`config.mk`:
```
export PLATFORM = sky130hd
export DESIGN_NAME = serial_subtractor
export DESIGN_NICKNAME = d
export VERILOG_FILES = /design/src/rtl/serial_arith_pkg.sv /design/src/rtl/full_subtractor.sv /design/src/rtl/serial_subtractor.sv
export SDC_FILE = /design/constraint.sdc
export NUM_CORES = 1
export LEC_CHECK = 0
export ABC_CLOCK_PERIOD_IN_PS = 2610
export CAP_MARGIN = 30
export CORE_MARGIN = 8
export CORE_UTILIZATION = 54
export DETAILED_ROUTE_END_ITERATION = 10
export HOLD_SLACK_MARGIN = 0.03
export PLACE_DENSITY = 0.85
export RECOVER_POWER = 100
export SYNTH_ARGS = -nofsm -noshare
export SYNTH_HDL_FRONTEND = slang
export SYNTH_SLANG_ARGS = --single-unit
```
`constraint.sdc`:
```
create_clock -name clk -period 2.61 [get_ports clk]
set_input_delay 0.522 -clock clk [delete_from_list [all_inputs] [get_ports clk]]
set_output_delay 0.522 -clock clk [all_outputs]
set_load 0.05 [all_outputs]
```
`src/rtl/serial_arith_pkg.sv`:
```
// serial_arith_pkg: shared types and helpers for the bit-serial subtractor.
//   state_e       - FSM encoding (IDLE, SHIFT, DONE)
//   full_sub      - 1-bit full subtract, returns {bout, d}
//   borrow_seed   - initial borrow-flop value for the selected operation
//   borrow_result - final borrow_out for the selected operation
// Add mode reuses the subtractor: a + b + cin = a - ~b - ~cin, so the borrow
// flop starts at ~cin and the carry out is the inverted final borrow.
package serial_arith_pkg;

    typedef enum logic [1:0] {
        IDLE  = 2'd0,
        SHIFT = 2'd1,
        DONE  = 2'd2
    } state_e;

    function automatic logic [1:0] full_sub(input logic a, input logic b, input logic bin);
        logic d;
        logic bout;
        d    = a ^ b ^ bin;
        bout = (~a & b) | (~(a ^ b) & bin);
        return {bout, d};
    endfunction

    function automatic logic borrow_seed(input logic borrow_in, input logic add_mode);
        return borrow_in ^ add_mode;
    endfunction

    function automatic logic borrow_result(input logic final_borrow, input logic add_mode);
        return final_borrow ^ add_mode;
    endfunction

endpackage

```
`src/rtl/full_subtractor.sv`:
```
// full_subtractor: 1-bit combinational full-subtractor cell.
//   a, b, bin -> d = a - b - bin (mod 2), bout = borrow out
//   inv_b     -> inverts b before subtracting (used for add mode)
module full_subtractor
    import serial_arith_pkg::*;
(
    input  logic a,
    input  logic b,
    input  logic bin,
    input  logic inv_b,
    output logic d,
    output logic bout
);

    logic [1:0] res;

    always_comb res = full_sub(a, b ^ inv_b, bin);

    assign d    = res[0];
    assign bout = res[1];

endmodule

```
`src/rtl/serial_subtractor.sv`:
```
// serial_subtractor: bit-serial LSB-first diff = a - b - borrow_in over WIDTH
// cycles using one full_subtractor cell.
// Ports:
//   clk, rst_n        - clock, synchronous active-low reset
//   start             - request, sampled only in IDLE
//   a, b, borrow_in   - operands, captured on accepted start
//   add_mode          - (SERIAL_SUB_ADD_MODE_EN only) 1 = a + b + carry_in
//   busy              - high while shifting (WIDTH cycles)
//   done              - one-cycle pulse, diff/borrow_out valid
//   diff, borrow_out  - result, held until the next accepted start
// Optional feature macro: SERIAL_SUB_ADD_MODE_EN.
module serial_subtractor
    import serial_arith_pkg::*;
#(
    parameter int WIDTH = 8
) (
    input  logic             clk,
    input  logic             rst_n,
    input  logic             start,
    input  logic [WIDTH-1:0] a,
    input  logic [WIDTH-1:0] b,
    input  logic             borrow_in,
`ifdef SERIAL_SUB_ADD_MODE_EN
    input  logic             add_mode,
`endif
    output logic             busy,
    output logic             done,
    output logic [WIDTH-1:0] diff,
    output logic             borrow_out
);

    localparam int CNT_W = $clog2(WIDTH);
    localparam int SW    = WIDTH - 1;
    localparam logic [CNT_W-1:0] LAST = CNT_W'(WIDTH - 1);

    state_e           state_q, state_d;
    logic [WIDTH-1:0] sa_q, sa_d;
    logic [WIDTH-1:0] sb_q, sb_d;
    // Only WIDTH-1 partial bits are stored; the last bit comes straight from
    // the cell when the result is copied out.
    logic [SW-1:0]    sd_q, sd_d;
    logic             brw_q, brw_d;
    logic [CNT_W-1:0] cnt_q, cnt_d;
    logic [WIDTH-1:0] diff_q, diff_d;
    logic             borrow_out_q, borrow_out_d;

    logic             add_sel;   // operation of the op in flight
    logic             add_req;   // operation requested with start
    logic             cell_d;
    logic             cell_bout;

`ifdef SERIAL_SUB_ADD_MODE_EN
    logic add_q, add_d;
    assign add_sel = add_q;
    assign add_req = add_mode;
`else
    assign add_sel = 1'b0;
    assign add_req = 1'b0;
`endif

    full_subtractor u_cell (
        .a     (sa_q[0]),
        .b     (sb_q[0]),
        .bin   (brw_q),
        .inv_b (add_sel),
        .d     (cell_d),
        .bout  (cell_bout)
    );

    always_comb begin
        state_d      = state_q;
        sa_d         = sa_q;
        sb_d         = sb_q;
        sd_d         = sd_q;
        brw_d        = brw_q;
        cnt_d        = cnt_q;
        diff_d       = diff_q;
        borrow_out_d = borrow_out_q;
`ifdef SERIAL_SUB_ADD_MODE_EN
        add_d        = add_q;
`endif
        case (state_q)
            IDLE: begin
                if (start) begin
                    state_d = SHIFT;
                    sa_d    = a;
                    sb_d    = b;
                    brw_d   = borrow_seed(borrow_in, add_req);
                    cnt_d   = '0;
                    sd_d    = '0;
`ifdef SERIAL_SUB_ADD_MODE_EN
                    add_d   = add_mode;
`endif
                end
            end
            SHIFT: begin
                // New bit enters at the MSB so after WIDTH shifts bit 0 is LSB.
                sd_d  = SW'({cell_d, sd_q} >> 1);
                brw_d = cell_bout;
                sa_d  = sa_q >> 1;
                sb_d  = sb_q >> 1;
                cnt_d = cnt_q + 1'b1;
                if (cnt_q == LAST) begin
                    state_d      = DONE;
                    diff_d       = {cell_d, sd_q};
                    borrow_out_d = borrow_result(cell_bout, add_sel);
                end
            end
            DONE:    state_d = IDLE;
            default: state_d = IDLE;
        endcase
    end

    always_ff @(posedge clk) begin
        if (!rst_n) begin
            state_q      <= IDLE;
            sa_q         <= '0;
            sb_q         <= '0;
            sd_q         <= '0;
            brw_q        <= 1'b0;
            cnt_q        <= '0;
            diff_q       <= '0;
            borrow_out_q <= 1'b0;
`ifdef SERIAL_SUB_ADD_MODE_EN
            add_q        <= 1'b0;
`endif
        end else begin
            state_q      <= state_d;
            sa_q         <= sa_d;
            sb_q         <= sb_d;
            sd_q         <= sd_d;
            brw_q        <= brw_d;
            cnt_q        <= cnt_d;
            diff_q       <= diff_d;
            borrow_out_q <= borrow_out_d;
`ifdef SERIAL_SUB_ADD_MODE_EN
            add_q        <= add_d;
`endif
        end
    end

    assign busy       = (state_q == SHIFT);
    assign done       = (state_q == DONE);
    assign diff       = diff_q;
    assign borrow_out = borrow_out_q;

endmodule

```
==> results of run 1 <==
==> per-stage QoR <==
stage	instances	util [%]
CTS	225	70.07
finish	225	69.20
global placement	217	67.73
detailed placement	217	67.73
global route	225	69.20
floorplan	166	-
==> Yosys cell counts (2+ instances only) <==
| cell | n | area (um^2) |
|---|---|---|
| dfxtp_1 | 38 | 760.7 |
| inv_1 | 4 | 15.01 |
| and3_1 | 2 | 12.51 |
| mux2i_1 | 13 | 130.1 |
| ha_1 | 2 | 25.02 |
| o21ai_1 | 10 | 50.05 |
| nand3_1 | 11 | 55.05 |
| o211ai_1 | 13 | 97.59 |
| o22ai_1 | 9 | 56.30 |
| nor2_1 | 3 | 11.26 |
| nand2_1 | 17 | 63.81 |
| buf_2 | 5 | 25.02 |
| o21ai_0 | 17 | 85.08 |
| clkbuf_1 | 6 | 22.52 |
| nor4b_1 | 2 | 17.52 |
| buf_4 | 2 | 15.01 |
==> final timing paths <==
kind                                 start        to  slack [ns]  cells past startpoint
worst min register to register    cnt_q[0]  cnt_q[0]        0.47                      1
worst min-delay path              cnt_q[0]  cnt_q[0]        0.47                      1
worst max register to register  state_q[0]   sa_q[6]        0.69                      5
worst max-delay path            state_q[0]      busy        0.31                      4
==> cell families (layout without fill, tap and decap cells) <==
group                      count (synthesis)  count (layout)  share of synthesized area [%]
AOI/OAI and AO/OA                         52              52                          20.19
and+or+nand+nor                           41              41                          13.14
DFF                                       38              38                          49.31
buffers and inverters                     19              47                          6.000
muxes                                     13              13                          8.434
adders and majority gates                  3               3                          2.920
==> sequential cells by signal (all words and copies together), names as in the netlist <==
register    flops
sb_q            8
sd_q            7
sa_q            8
state_q         2
brw_q           1
diff            8
borrow_out      1
cnt_q           3
==> critical path, delay by kind of cell, from the launching register on <==
family                 cells  cell delay [ns]
DFF                        1             0.35
and+or+nand+nor            1             0.26
buffers and inverters      3             0.80
==> per-layer routing <==
metal	vias to the layer above	global-route usage [%]	part of all wire, %
met5	-	0	0
met4	0	7.289	2.3
met3	10	6.152	5.5
met2	26	22.95	48
met1	580	15.23	44
li1	646	-	-
==> final cells by class <==
type                       count  area (um^2)
clock inverter                 2        12.51
inverter                       4        15.01
timing repair buffer          35        329.1
fill                         217        842.1
multi-input combinational    109        684.4
sequential                    38        760.7
tap                           31        38.79
clock buffer                   6        51.30
==> power by group through the flow <==
stage / Clock, mW / Combinational [mW] / Sequential, mW
6_report: 0.326 / 0.121 / 0.618
5_1_grt: 0.361 / 0.136 / 0.620
4_1_cts: 0.331 / 0.130 / 0.618
3_5_place_dp: 0 / 0.129 / 0.631
3_3_place_gp: 0 / 0.126 / 0.629
2_1_floorplan: 0 / 0.0850 / 0.626
==> results by group, run 1 <==
Worst setup path
  • CP Max Fanout: 22
  • WS Path Type: reg2out
  • Setup crit end kind: output pin
  • Worst endpoint data arrival time: 1.78 ns
  • Cell-by-cell listing of the critical path: buf_4 -> nand2b_1 -> inv_1 -> clkbuf_2
  • Slowest-stage cell, CP: dfxtp_1
  • Startpoint types: flop
  • Required @ worst endpoint: 2.09 ns
  • Worst path max stage delay: 0.35 ns

Synth
  • Synthesized flop and latch total: 38
  • Sequential element share of the synthesized area: 49.31%
  • Mean post-synth cell area: 9.294 um^2
  • Fraction of registers with async set/reset: 0%
  • Post-synth cell types: 28
  • Cells after Synth: 166
  • Net count after synthesis: 189
  • Post-synth EDFFs: 0
  • Mapped Area: 0.001543 mm^2
  • Yosys warns: 0
  • Main synth FF type: dfxtp_1

Clocking
  • CTS hold repair buffers: 0
  • CTS buffer count: 5
  • Post-CTS Resized: 0
  • # H-tree levels: 2
  • Register clock-pin slew on the reported worst setup and hold paths: 0.11 ns
  • Clock root buffer: clkbuf_4
  • CTS max path bufs: 2
  • Later-pin clock latency in the skew report: 0.36 ns
  • Number of post-CTS setup repair buffers: 0
  • CTS tree: done
  • Clk sinks: 38

Cells and area
  • Commonest non-fill, non-tap cell in the layout: dfxtp_1
  • Nets: 216
  • Ant diodes: 0
  • Syn-to-layout area delta: 22.63%
  • Final instance area: 0.001892 mm^2
  • Commonest non-fill, non-tap cells in the layout: dfxtp_1 (38), o21ai_0 (26), clkdlybuf4s50_1 (19)
  • Ratio of cells with drive above 1 in the final layout: 6.701%

Pwr
  • Net switching power: 0.2726 mW
  • Sequential share of power: 58.0%
  • Comb power frac: 11.4%
  • Pwr Total: 1.064 mW
  • Pint: 0.7917 mW
  • Cell area power density: 562.6 mW/mm^2
  • Static leakage: 0.7315 nW
  • Sw frac: 25.61%
  • VDD IR-drop max: 0.0005635 V
  • Clk pwr share: 30.6%

Floorplan
  • Core ar.: 0.002734 mm^2
  • Die ar.: 0.004823 mm^2
  • Rows: 19
  • Die Span X: 69.45 um
  • Initial Utilization: 56.43%
  • Die Height: 69.45 um
  • Ports: 31

STA
  • Max Slew Vio Count: 0
  • Hold WS: 0.4721 ns
  • Final worst-path cycle share: 88.23%
  • Clk_skew: 0.01494 ns
  • FMAX: 434.3 MHz
  • Min Tclk post-route: 2.303 ns
  • Slew @ Worst Pin: 0.5989 ns
  • Setup WS post-layout: 0.3072 ns
  • Setup TNS: 0 ns
  • Fin. Hold Viols: 0
  • Slew margin rel.: 59.95%
  • Final setup violation count: 0
  • RSZ-0062 raised after global routing: false

Hold path
  • HP Class: reg2reg

Run status
  • Status: complete, no violations

Placement
  • Post-DP Area: 0.001852 mm^2
  • # port buffers: 30
  • Final HPWL DP: 2435 um
  • Gp weighted congestion: 0.7166
  • Pre-CTS setup slack: 0.5691 ns

Routing
  • Via Count: 1262
  • WL/cell: 15.02 um
  • Drt drc: 0
  • Final wirelength: 3379 um
  • TritonRoute pass-1 iters: 4
  • Vias per cell: 5.609
  • ANT nets after route: 0
  • DRT iter0 DRCs: 97

Global routing
  • First-pass GRT wire length: 5616 um
  • GRT Util Overall: 14.15%
  • Largest net degree at the start of global routing: 23
  • Antenna violations before repair: 0
  • Vias in the first global route: 1244
  • Congestion Overflow GR: 0

Job
  • Max-cap check violation count: 0
(Power assumes the default switching activity.)
==> run 2: changes to the inputs <==
Settings changed: ABC_CLOCK_PERIOD_IN_PS 2610 to 2900, CORE_UTILIZATION 54 to 60, DONT_BUFFER_PORTS from default to 1, PLACE_DENSITY 0.85 to 0.78.
Clock period 2.61 ns to 2.9 ns, I/O delays scaled along.
==> run 2 against run 1 <==
Net effect:
- die area shrank 7.7%
- sequential power shrank 9.5%
- clock skew grew 0.0048 ns
- non-clock buffer count shrank 32
- largest cell class unchanged
- largest power group unchanged
==> results by group, run 2 (synthesis gave the netlist of run 1 again) <==
Pwr
  • Clk pwr share: 31.8%
  • Cell area power density: 583.0 mW/mm^2
  • VDD IR-drop max: 0.0004326 V
  • Comb power frac: 7.4%
  • Sw frac: 25.20%
  • Pint: 0.6875 mW
  • Static leakage: 0.5695 nW
  • Pwr Total: 0.9191 mW
  • Net switching power: 0.2316 mW
  • Sequential share of power: 60.8%

Global routing
  • Largest net degree at the start of global routing: 46
  • Vias in the first global route: 1170
  • Grt met3 use: 6.544%
  • GRT Util Overall: 15.72%
  • Busiest layer in global routing: met2
  • GR Util met1: 17.89%
  • Congestion Overflow GR: 0
  • First-pass GRT wire length: 5368 um
  • M2 GR Usage: 23.89%
  • Antenna violations before repair: 0

Routing
  • ANT nets after route: 0
  • Drt drc: 0
  • Vias per cell: 6.281
  • TritonRoute pass-1 iters: 4
  • DRT iter0 DRCs: 87
  • Via Count: 1206
  • Final wirelength: 3171 um
  • WL/cell: 16.52 um

STA
  • Final setup violation count: 0
  • Min Tclk post-route: 2.420 ns
  • Clk_skew: 0.01971 ns
  • Max Slew Vio Count: 0
  • Hold WS: 0.3609 ns
  • Final worst-path cycle share: 83.44%
  • Slew @ Worst Pin: 0.9511 ns
  • RSZ-0062 raised after global routing: false
  • Fin. Hold Viols: 0
  • Slew margin rel.: 36.36%
  • FMAX: 413.3 MHz
  • Setup TNS: 0 ns

Worst setup path
  • Worst endpoint data arrival time: 1.84 ns
  • Buf/Inv on CP: 1
  • Startpoint types: flop
  • Worst setup path endpoint: busy
  • Reg2Reg Capture Point: sa_q[5]
  • Reg2Reg Setup Slack: 0.64 ns
  • Setup crit end kind: output pin
  • WS Path Type: reg2out
  • WP depth: 2
  • Worst path max stage delay: 0.67 ns
  • Slowest-stage cell, CP: dfxtp_1
  • Family with the most delay on the worst path: flip-flops
  • FF-to-FF path depth: 4
  • R2R Path Start: state_q[0]
  • Crit path from: state_q[0]
  • Cell-by-cell listing of the critical path: nand2b_1 -> inv_1
  • Required @ worst endpoint: 2.32 ns
  • CP Max Fanout: 13

Floorplan
  • Ports: 31
  • Initial Utilization: 62.84%
  • Die Height: 66.71 um
  • Die ar.: 0.004450 mm^2
  • Rows: 18
  • Core ar.: 0.002455 mm^2
  • Die Span X: 66.71 um

Clocking
  • Clock root buffer: clkbuf_4
  • Clk sinks: 38
  • CTS buffer count: 5
  • Register clock-pin slew on the reported worst setup and hold paths: 0.12 ns
  • CTS hold repair buffers: 0
  • Later-pin clock latency in the skew report: 0.35 ns
  • CTS max path bufs: 2
  • Post-CTS Resized: 0
  • CTS tree: done
  • # H-tree levels: 2
  • Number of post-CTS setup repair buffers: 0

Cells and area
  • Ratio of cells with drive above 1 in the final layout: 5.556%
  • Final cell count without fillers: 192
  • Commonest non-fill, non-tap cell in the layout: dfxtp_1
  • Final core occ: 64.22%
  • FF/Latch Area: 760.7 um^2
  • Fillers: 212
  • Syn-to-layout area delta: 2.190%
  • Commonest non-fill, non-tap cells in the layout: dfxtp_1 (38), o21ai_0 (25), nand2_1 (17)
  • Ant diodes: 0
  • Nets: 184
  • Multi-input gate area: 684.4 um^2

Run status
  • Status: complete, no violations

Placement
  • Final HPWL DP: 2211 um
  • # port buffers: 0
  • Gp weighted congestion: 0.7888
  • Number of instances in the placed design: 184

Hold path
  • HP Class: in2reg

Job
  • Max-cap check violation count: 0
[run 2: changes by cell type in the layout (fill, tap and decap cells not counted), sizes merged]
cell	previous run	this run
buf	4	1
clkdlybuf4s50	19	0
dlygate4sd3	10	0
[run 2: layer usage]
layer  part of all wire (%)  up-vias  routed length, um
met5                      0        -                  0
met4                    2.6        0                 82
met1                     45      574               1422
met2                     45       35               1431
li1                       -      588                  -
met3                    7.4        9                234
[run 2: layout make-up]
class	count	area share (%)
well taps	30	2.381
repair buffers	3	0.9524
flip-flops and latches	38	48.25
inverters	4	0.9524
clock buffers	6	3.254
multi-input cells	109	43.41
clock inverters	2	0.7937
[run 2: power groups by stage]
stage          sequential, mW  combinational [mW]  clock (mW)
2_1_floorplan           0.563              0.0765           0
3_3_place_gp            0.569              0.0679           0
3_5_place_dp            0.571              0.0716           0
4_1_cts                 0.559              0.0720       0.296
5_1_grt                 0.562              0.0780       0.318
6_report                0.559              0.0680       0.292
[run 2: metrics by stage]
| stage | area (um^2) | worst slack, ns |
|---|---|---|
| 3_3_place_gp | 1525 | 0.9526 |
| 6_report | 1577 | 0.4803 |
| 3_5_place_dp | 1525 | 0.8611 |
| 4_1_cts | 1589 | 0.4611 |
| 5_1_grt | 1577 | 0.3648 |
| 2_1_floorplan | 1543 | 0.7856 |
[run 2: worst min path at each step]
stage	from	endpoint	slack, ns	depth (start not counted)
floorplan	cnt_q[0]	cnt_q[0]	0.43	1
global placement	cnt_q[0]	cnt_q[0]	0.44	1
detailed placement	cnt_q[2]	cnt_q[2]	0.46	2
CTS	rst_n	cnt_q[0]	0.35	2
global route	rst_n	cnt_q[0]	0.35	2
finish	rst_n	cnt_q[2]	0.36	2
